`src/rtl/pad_sched_pkg.sv`:
```
// pad_sched_pkg: shared state type and width helpers for the padding-stage issue scheduler.
package pad_sched_pkg;

    typedef enum logic [2:0] {
        S_IDLE,
        S_FETCH,
        S_WAIT,
        S_ISSUE,
        S_GAP,
        S_DRAIN,
        S_DONE
    } state_t;

    function automatic int pix_total(input int size);
        return size * size;
    endfunction

    // One extra code so the pixel counter can step past the last pixel before DRAIN clears it.
    function automatic int pix_w(input int size);
        return $clog2(size * size + 1);
    endfunction

    function automatic int gap_w(input int interval);
        return (interval < 4) ? 1 : $clog2(interval - 2);
    endfunction

endpackage

```
`src/rtl/pad_sched_gap_timer.sv`:
```
// pad_sched_gap_timer: loadable down-counter that paces the GAP state; freeze stalls it.
module pad_sched_gap_timer #(
    parameter int W = 3
) (
    input  logic         clk,
    input  logic         rst_n,
    input  logic         i_load,
    input  logic [W-1:0] i_load_val,
    input  logic         i_freeze,
    output logic         o_last
);

    logic [W-1:0] r_cnt;

    always_ff @(posedge clk or negedge rst_n) begin
        if (!rst_n)
            r_cnt <= '0;
        else if (i_load)
            r_cnt <= i_load_val;
        else if (!i_freeze && r_cnt != '0)
            r_cnt <= r_cnt - W'(1);
    end

    assign o_last = (r_cnt == W'(1)) && !i_freeze;

endmodule

```
`src/rtl/pad_sched.sv`:
```
// pad_sched: issues SIZE*SIZE feature-map pixels to the padding stage, INTERVAL cycles apart, per frame.
// Define PAD_SCHED_HOLD_EN to add a hold input that stretches the inter-pixel gap.
module pad_sched
    import pad_sched_pkg::*;
#(
    parameter int N        = 8,
    parameter int CHANNEL  = 3,
    parameter int SIZE     = 32,
    parameter int INTERVAL = 9,
    parameter int ADDR_W   = 16
) (
    input  logic                   clk,
    input  logic                   rst_n,
    input  logic                   start,
    input  logic [ADDR_W-1:0]      cfg_base,
    input  logic [7:0]             cfg_frames,
`ifdef PAD_SCHED_HOLD_EN
    input  logic                   hold,
`endif
    output logic                   mem_rd,
    output logic [ADDR_W-1:0]      mem_addr,
    input  logic [CHANNEL*N-1:0]   mem_rdata,
    output logic                   pad_vld,
    output logic [CHANNEL*N-1:0]   pad_din,
    input  logic                   pad_end,
    output logic                   busy,
    output logic                   done,
    output logic [7:0]             frame_cnt
);

    localparam int PIX_TOTAL = pix_total(SIZE);
    localparam int PW        = pix_w(SIZE);
    localparam int GW        = gap_w(INTERVAL);

    if (INTERVAL < 3) begin : g_bad_interval
        $error("pad_sched: INTERVAL must be at least 3");
    end

    state_t               r_state, w_next;
    logic [ADDR_W-1:0]    r_ptr;
    logic [PW-1:0]        r_pix;
    logic [7:0]           r_frames;
    logic [7:0]           r_frame_cnt;
    logic                 r_seen_low;
    logic [CHANNEL*N-1:0] r_pad_din;
    logic                 w_hold, w_accept, w_fetch, w_last_pix, w_drain_ok, w_more, w_gap_last;

`ifdef PAD_SCHED_HOLD_EN
    assign w_hold = hold;
`else
    assign w_hold = 1'b0;
`endif

    // A new frame may only start fetching once padding reports it has drained.
    assign w_accept   = (r_state == S_IDLE) && start;
    assign w_fetch    = (r_state == S_FETCH) && !w_hold && (r_pix != '0 || pad_end);
    assign w_last_pix = r_pix == PW'(PIX_TOTAL - 1);
    assign w_drain_ok = (r_state == S_DRAIN) && r_seen_low && pad_end;
    assign w_more     = ({1'b0, r_frame_cnt} + 9'd1) < {1'b0, r_frames};

    pad_sched_gap_timer #(
        .W(GW)
    ) u_gap (
        .clk       (clk),
        .rst_n     (rst_n),
        .i_load    (r_state == S_ISSUE),
        .i_load_val(GW'(INTERVAL - 3)),
        .i_freeze  (w_hold),
        .o_last    (w_gap_last)
    );

    always_ff @(posedge clk or negedge rst_n) begin
        if (!rst_n)
            r_state <= S_IDLE;
        else
            r_state <= w_next;
    end

    always_comb begin
        w_next  = r_state;
        mem_rd  = w_fetch;
        pad_vld = r_state == S_ISSUE;
        done    = r_state == S_DONE;
        busy    = r_state != S_IDLE;
        case (r_state)
            S_IDLE:  w_next = start ? S_FETCH : S_IDLE;
            S_FETCH: w_next = w_fetch ? S_WAIT : S_FETCH;
            S_WAIT:  w_next = S_ISSUE;
            S_ISSUE: w_next = w_last_pix ? S_DRAIN : (INTERVAL == 3) ? S_FETCH : S_GAP;
            S_GAP:   w_next = w_gap_last ? S_FETCH : S_GAP;
            S_DRAIN: w_next = !w_drain_ok ? S_DRAIN : w_more ? S_FETCH : S_DONE;
            S_DONE:  w_next = S_IDLE;
            default: w_next = S_IDLE;
        endcase
    end

    always_ff @(posedge clk or negedge rst_n) begin
        if (!rst_n) begin
            r_ptr       <= '0;
            r_pix       <= '0;
            r_frames    <= '0;
            r_frame_cnt <= '0;
            r_seen_low  <= 1'b0;
            r_pad_din   <= '0;
        end else if (w_accept) begin
            r_ptr       <= cfg_base;
            r_frames    <= (cfg_frames == 8'd0) ? 8'd1 : cfg_frames;
            r_pix       <= '0;
            r_frame_cnt <= '0;
            r_seen_low  <= 1'b0;
        end else begin
            // seen_low proves padding actually consumed this frame before we trust pad_end again.
            if (busy && !pad_end)
                r_seen_low <= 1'b1;
            if (r_state == S_WAIT)
                r_pad_din <= mem_rdata;
            if (r_state == S_ISSUE) begin
                r_ptr <= r_ptr + ADDR_W'(1);
                r_pix <= r_pix + PW'(1);
            end
            if (w_drain_ok) begin
                r_frame_cnt <= r_frame_cnt + 8'd1;
                r_pix       <= '0;
                r_seen_low  <= 1'b0;
            end
        end
    end

    assign mem_addr  = r_ptr;
    assign pad_din   = r_pad_din;
    assign frame_cnt = r_frame_cnt;

endmodule

```
`config.mk`:
```
export PLATFORM = sky130hd
export DESIGN_NAME = pad_sched
export DESIGN_NICKNAME = d
export VERILOG_FILES = /design/src/rtl/pad_sched_pkg.sv /design/src/rtl/pad_sched_gap_timer.sv /design/src/rtl/pad_sched.sv
export SDC_FILE = /design/constraint.sdc
export NUM_CORES = 1
export LEC_CHECK = 0
export ABC_AREA = 1
export CAP_MARGIN = 10
export CORE_ASPECT_RATIO = 1.1
export CORE_MARGIN = 3
export CORE_UTILIZATION = 45
export CTS_CLUSTER_SIZE = 24
export DETAILED_ROUTE_END_ITERATION = 10
export GPL_ROUTABILITY_DRIVEN = 0
export PLACE_DENSITY = 0.83
export SLEW_MARGIN = 25
export SYNTH_ARGS = -nofsm -noshare
export SYNTH_HDL_FRONTEND = slang
export SYNTH_SLANG_ARGS = --single-unit
```
`constraint.sdc`:
```
create_clock -name clk -period 2.6 [get_ports clk]
set_clock_uncertainty 0.1 [all_clocks]
set_input_delay 0.26 -clock clk [delete_from_list [all_inputs] [get_ports clk]]
set_output_delay 0.26 -clock clk [all_outputs]
set_load 0.1 [all_outputs]
```
After elaboration in Yosys (flattened, before gate mapping) --
Cells that the tools add are included. W data, S select, Z words.
Storage, ports and cells: register bits 74, bits in latches 0, memory bits (writable) 0, ROM bits 0, bits of input ports 52, output and inout bits 52, logic and storage cells 61, memories kept 0
Operators by class: $add $sub $neg 5, multiply operators 0, div/mod/pow operators 0, magnitude comparators 1, equal/unequal tests 8, shift operators 0, multiplexer cells 20, bitwise operators 1, reductions and logical operators 18
Operators with widths (number):
- $mux W11 | 3
- $mux W16 | 2
- $mux W8 | 3
- $pmux W3 S6 | 1
- $add A16 B1 Y16 const B | 1
- $mux W3 | 5
- $reduce_bool A3 Y1 | 4
- $add A11 B1 Y11 const B | 1
- $eq A11 B10 Y1 const B | 1
- $reduce_bool A11 Y1 | 1
- $add A8 B1 Y9 const B | 1
- $eq A3 B3 Y1 const B | 3
- $lt A9 B8 Y1 | 1
- $add A8 B1 Y8 const B | 1
- $logic_not A8 Y1 | 1
- $eq A3 B1 Y1 const B | 2
- $eq A3 B2 Y1 const B | 2
- $reduce_bool A2 Y1 | 3
- $logic_and A1 B1 Y1 | 5
- $mux W1 | 5
- $logic_not A3 Y1 | 1
- $sub A3 B1 Y3 const B | 1
- $mux W2 | 1
- $reduce_and A2 Y1 | 1
- 3 further kinds | 3

Longest topological paths before layout --
Gate-level depths: netlist of run 1.
depth in word-level cells 5, depth in mapped cells 15, mapped depth without buffers 15

Modules after synthesis --
From an unflattened synthesis of run 1, not the netlist that was laid out.
Second synthesis, totals: cells, all modules 536, area, all modules 4011.3 um^2
By module, submodules not included:
- pad_sched | instances 1, cells an instance 505, area each 3794.9 um^2
- pad_sched_gap_timer | instances 1, cells an instance 31, area each 216.5 um^2

Least setup slack after synthesis of run 1 --
Ideal clock, no wire load.
kind reg2out, start point reg r_state[1], end point out done, arrival time 2.553 ns, required time 2.240 ns, path slack -0.313 ns, cell stages (with the launch flop) 3, buffers on the path 0, path through dfrtp_1 inv_1 nor3_1
On the way: longest elaborated chain between the ends 1
RTL lines:
- from (decl) | line pad_sched.sv:39 | state_t r_state, w_next;
- from (signal assigned) | line pad_sched.sv:76 | r_state <= w_next;
- $eq A3 B3 Y1 | line pad_sched.sv:83 | done = r_state == S_DONE;
- to (decl) | line pad_sched.sv:27 | output logic done,
No other way between the ends.

Worst setup path after layout of run 1 --
start point reg r_frame_cnt[0] (netlist: frame_cnt[0]), end point reg r_state[1]
On the way: longest elaborated chain between the ends 5
RTL lines:
- from (decl) | line pad_sched.sv:43 | logic [7:0] r_frame_cnt;
- from (signal assigned) | line pad_sched.sv:122 | r_frame_cnt <= r_frame_cnt + 8'd1;
- $add A8 B1 Y9 | line pad_sched.sv:59 | assign w_more = ({1'b0, r_frame_cnt} + 9'd1) < {1'b0, r_frames};
- $lt A9 B8 Y1 | line pad_sched.sv:59
- $mux W3 (2 in series) | line pad_sched.sv:91 | S_DRAIN: w_next = !w_drain_ok ? S_DRAIN : w_more ? S_FETCH : S_DONE;
- $pmux W3 S6 | line pad_sched.sv:85 | case (r_state)
- named net w_next[1] | line pad_sched.sv:39
The timed path passes the listed nets, and every way through them passes these cells. A chain may end at the register's enable or synchronous reset.

==> flow_metrics.py, run 1 <==
metrics = {
    "outcome": {
        "outcome": "finished, final reports clean",
    },
    "route": {
        "wl_per_cell_um": 13.97,
        "vias": 3557,
        "drt_iter0_drc": 202,
        "drt-total-wl_mm": 9.652,
        "dr.pass1.iters": 5,
        "antenna_left": 0,
        "via_per_inst": 5.148,
        "drc": 0,
    },
    "setup_path": {
        "worstPathMaxFanout": 6,
        "crit_type": "flop to flop",
        "path_buf_inv": 2,
        "cpPeakStageDelay_ps": 450,
        "crit_slowest_cell": "dfrtp_2",
        "cp-end-kind": "flop",
        "cp-start-kind": "flop",
        "cp_data_required_time_ps": 2700,
        "critPathTopFamily": "simple AND/OR/NAND/NOR gates",
        "cp_cell_sequence": "ha_1 > nand3_1 > inv_1 > nand3_1 > xor2_1 > inv_1 > ha_1 > and3_1 > nand2_1 > nand2_1 > nand2_1 > nand3_1",
        "r2r_slack_ps": 370,
        "worst_ep_arrival_time_ps": 2330,
    },
    "finish": {
        "seq_area_sq_um": 1854,
        "syn_to_final_growth_pct": 33.45,
        "layout_commonest_cell": "nand2_1",
        "drive_above_1_share": 0.1897,
        "multi_input_area_sq_um": 1779,
        "final_cell_mix": "nand2_1, dfrtp_1, inv_1",
        "nets": 641,
        "antenna_cells_inserted": 0,
        "fillers": 718,
    },
    "global_routing": {
        "gr-total-overflow": 0,
        "grt_use_total": 0.2016,
        "use_met1": 0.2495,
        "grt_pass1_vias": 3414,
        "grt_pass1_wl_mm": 15.97,
        "grtUsageMet2": 0.3452,
        "grt_max_degree": 52,
        "antenna_found_initial": 0,
        "grt_busiest_layer": "met2",
        "use_met3": 0.03980,
    },
    "clock_network": {
        "ctsRootBufferMaster": "clkbuf_8",
        "htree_num_levels": 3,
        "cts-resized-gates": 0,
        "path_clk_slew_ps": 90,
        "cts_buffer_depth": 2,
        "clock_latency_ps": 350,
        "cts_tree": "built",
        "cts_made_buffers": 9,
        "cts_num_sinks": 74,
    },
    "synthesis": {
        "yosysTopAreaCell": "dfrtp_1",
        "synth_edf_count": 0,
        "yosysWarnings": 0,
        "ys_top_cells_by_area": "dfrtp_1, nand2_1, mux2_2, inv_1, nand3_1",
        "synth_area_sq_um": 3928,
        "synth_cells": 466,
        "yosysSeqAreaShare": 0.4715,
        "synth_flop_cell": "dfrtp_1",
        "async_flop_share": 1.000,
        "synth_nets": 532,
        "avgSynthCellArea_sq_um": 8.428,
        "synth_top_area_frac": 0.4715,
        "synth_seq_cells": 74,
        "synth_cell_types": 34,
    },
    "timing": {
        "slew_headroom": 0.5863,
        "rsz0062_at_grt": "false",
        "setup_viol": 0,
        "min_period_ps": 2234,
        "finalSetupTns_ps": 0,
        "worstMarginPinSlew_ps": 619.9,
        "fin_crit_sh": 0.8591,
        "slew_viol_final": 0,
        "timing.final.hold_violations": 0,
        "fmax_ghz": 0.4477,
    },
    "min_path": {
        "min_path_type": "input pin to async pin",
    },
    "floorplanning": {
        "fp.coreArea_sq_um": 8452,
        "row_count": 35,
        "ios": 104,
        "die_h_um": 104.0,
        "die_area_sq_um": 9886,
        "die-width_um": 95.08,
        "initial_core_util": 0.4647,
    },
    "job": {
        "maxCapViolCount": 0,
    },
    "placement": {
        "hpwl_mm": 7.266,
        "port_buffers": 103,
    },
}
[metal layers]
metal | up-vias | part of all wire
li1 | 1742 | -
met1 | 1703 | 0.41
met2 | 97 | 0.52
met3 | 15 | 0.049
met4 | 0 | 0.021
met5 | - | 0
[flip-flops by register name (all words and copies together) (netlist names)]
name and flops:
pad_din 24, mem_addr 16, r_pix 11, frame_cnt 8
r_frames 8, r_state 3, u_gap.r_cnt 3, r_seen_low 1
[cell usage after synthesis (all sizes together), types with 2 or more instances]
cell type,n
nand3,39
ha,14
o22ai,5
mux2,24
xnor2,2
nand4,8
o21bai,3
buf,9
nor4,2
nand2,101
a22o,2
dfrtp,74
inv,66
a21oi,12
a211oi,3
xor2,5
nor3,10
o21ai,35
nor2,43
[worst paths after layout]
check	start	cells past startpoint	to
max	frame_cnt[0]	12	r_state[1]
min	rst_n	2	mem_addr[15]
max reg2reg	frame_cnt[0]	12	r_state[1]
min reg2reg	pad_din[10]	1	pad_din[10]
max in group asynchronous	rst_n	3	r_pix[4]
min in group clk	cfg_base[1]	3	mem_addr[1]
[stage by stage]
stage / cells / setup WS (ps) / hold WS (ps) / utilization / cell area (sq um)
after global routing: 691 / 225.7 / 388.8 / 0.6201 / 5241
after global placement: 674 / 508.6 / 188.1 / 0.5896 / 4984
final: 691 / 366.3 / 353.3 / 0.6201 / 5241
after CTS: 691 / 384.7 / 346.8 / 0.6201 / 5241
after floorplan: 466 / 56.72 / -135.6 / - / 3935
after detailed placement: 674 / 408.3 / 193.8 / 0.5896 / 4984
[final cells by class]
cell class                      count  share of cell area
Inverter                           66             0.04727
Multi-Input combinational cell    316              0.3395
Sequential cell                    74              0.3538
Timing Repair Buffer              108              0.1857
Clock inverter                      7             0.02363
Tap cell                          111             0.02650
Clock buffer                        9             0.02363
[logic make-up (layout without fill, tap and decap cells)]
family / count (synthesis) / count (layout) / synth area share
flops: 74 / 74 / 0.4715
compound gates: 64 / 64 / 0.09175
xor+xnor: 7 / 7 / 0.01561
buf+inv: 76 / 190 / 0.07677
simple gates: 207 / 207 / 0.2310
mux: 24 / 24 / 0.06881
fa+ha+maj: 14 / 14 / 0.04460
[timing repair]
| item | 4_1_cts | 5_1_grt |
|---|---|---|
| hold buffers | 1 | 0 |
| buffers inserted | 0 | 0 |
| endpoints found under the hold margin | 23 | 0 |
Power of run 1 is left out: the tool's default activity adds up to more than one toggle a clock period on the data nets, which glitch-free logic cannot reach.
==> run 2, diff against run 1 <==
Settings changed: ABC_CLOCK_PERIOD_IN_PS set to 2600.
==> results of run 2 <==
No change in the layout: final DEF, timing and power equal those of run 1.
Power of run 2 is left out for the same reason.
==> run 3, diff against run 2 <==
Settings changed: CORE_MARGIN 3 to 2.
==> flow_metrics.py, run 3 (synthesis gave the netlist of run 1 again) <==
metrics = {
    "outcome": {
        "outcome": "finished, final reports clean",
    },
    "finish": {
        "syn_to_final_growth_pct": 32.02,
        "seq_area_sq_um": 1854,
        "final_cell_mix": "nand2_1, dfrtp_1, inv_1",
        "nets": 639,
        "multi_input_area_sq_um": 1779,
        "fin_cells": 689,
        "layout_commonest_cell": "nand2_1",
        "antenna_cells_inserted": 0,
        "drive_above_1_share": 0.1869,
        "largest_reg_flops": 24,
        "fillers": 743,
        "final_util": 0.6167,
    },
    "global_routing": {
        "antenna_found_initial": 0,
        "grt_use_total": 0.2188,
        "grt_pass1_wl_mm": 16.42,
        "grt_max_degree": 75,
        "gr-total-overflow": 0,
        "grt_pass1_vias": 3554,
    },
    "route": {
        "vias": 3629,
        "dr.pass1.iters": 5,
        "drt-total-wl_mm": 10.10,
        "drc": 0,
        "wl_per_cell_um": 14.65,
        "wl_met1_mm": 4.038,
        "antenna_left": 0,
        "via_per_inst": 5.267,
        "dr.max_layer_used": "met4",
        "wl_met2_mm": 5.339,
        "wl_met3_um": 550,
        "drt_iter0_drc": 262,
    },
    "floorplanning": {
        "fp.coreArea_sq_um": 8408,
        "die_h_um": 102.0,
        "row_count": 35,
        "initial_core_util": 0.4671,
        "die_area_sq_um": 9492,
        "ios": 104,
        "die-width_um": 93.08,
    },
    "clock_network": {
        "cts_num_sinks": 74,
        "cts_made_buffers": 9,
        "htree_num_levels": 3,
        "cts_setup_buffers": 0,
        "cts_buffer_depth": 2,
        "path_clk_slew_ps": 90,
        "cts_tree": "built",
        "clock_latency_ps": 360,
        "ctsRootBufferMaster": "clkbuf_8",
    },
    "timing": {
        "slew_headroom": 0.5745,
        "min_period_ps": 2265,
        "fin_crit_sh": 0.8710,
        "rsz0062_at_grt": "false",
        "worst_hold_slack_ps": 344.4,
        "worstMarginPinSlew_ps": 637.6,
        "timing.final.hold_violations": 0,
        "finalSetupTns_ps": 0,
        "slew_viol_final": 0,
        "fmax_ghz": 0.4416,
        "setup_viol": 0,
    },
    "setup_path": {
        "crit_type": "flop to output pin",
        "cp-start-kind": "flop",
        "worstPathMaxFanout": 18,
        "worst_ep_arrival_time_ps": 1900,
        "cp-end-kind": "output pin",
        "cp_data_required_time_ps": 2240,
    },
    "placement": {
        "dp.cells": 672,
        "hpwl_mm": 7.349,
        "port_buffers": 103,
    },
    "job": {
        "maxCapViolCount": 0,
    },
    "min_path": {
        "min_path_type": "input pin to async pin",
    },
}
==> run 3: cell type report <==
type | instances | area share
sequential | 74 | 0.3576
timing repair buffer | 106 | 0.1848
clock inverter | 7 | 0.01593
tap | 111 | 0.02679
multi-input combinational | 316 | 0.3431
inverter | 66 | 0.04778
clock buffer | 9 | 0.02389
==> run 3: critical path, stage by stage (launching register included) <==
cell and delay, ps:
dfrtp_1 430, inv_2 130, nand3_2 330, inv_2 430, buf_12 230
==> run 3: path summary, 6_finish.rpt <==
check,from,end,slack [ps],cells past startpoint
max,r_state[2],pad_vld,340,4
min,rst_n,frame_cnt[1],340,3
max reg2reg,frame_cnt[0],r_state[0],420,14
min reg2reg,pad_din[8],pad_din[8],410,1
max in group asynchronous,rst_n,pad_din[15],1710,3
min in group clk,cfg_base[1],mem_addr[1],390,3
==> run 3: routing by layer <==
layer,global-route usage,vias up
met5,0,-
met4,0.07919,0
met3,0.04204,16
met2,0.3952,135
met1,0.2610,1729
li1,-,1749
==> run 3: timing repair <==
| item | CTS | global route |
|---|---|---|
| gates resized for setup | 0 | 0 |
| endpoints found under the hold margin | 74 | 0 |
| hold buffers | 1 | 0 |
| endpoints found under the setup margin | 0 | 0 |
==> run 3: stage by stage <==
stage / setup WS [ps] / instance area (sq um)
2_1_floorplan: 56.72 / 3935
3_3_place_gp: 515.8 / 4969
3_5_place_dp: 428.1 / 4969
4_1_cts: 340.4 / 5185
5_1_grt: 249.8 / 5185
6_report: 335.4 / 5185
Power of run 3 is left out for the same reason.
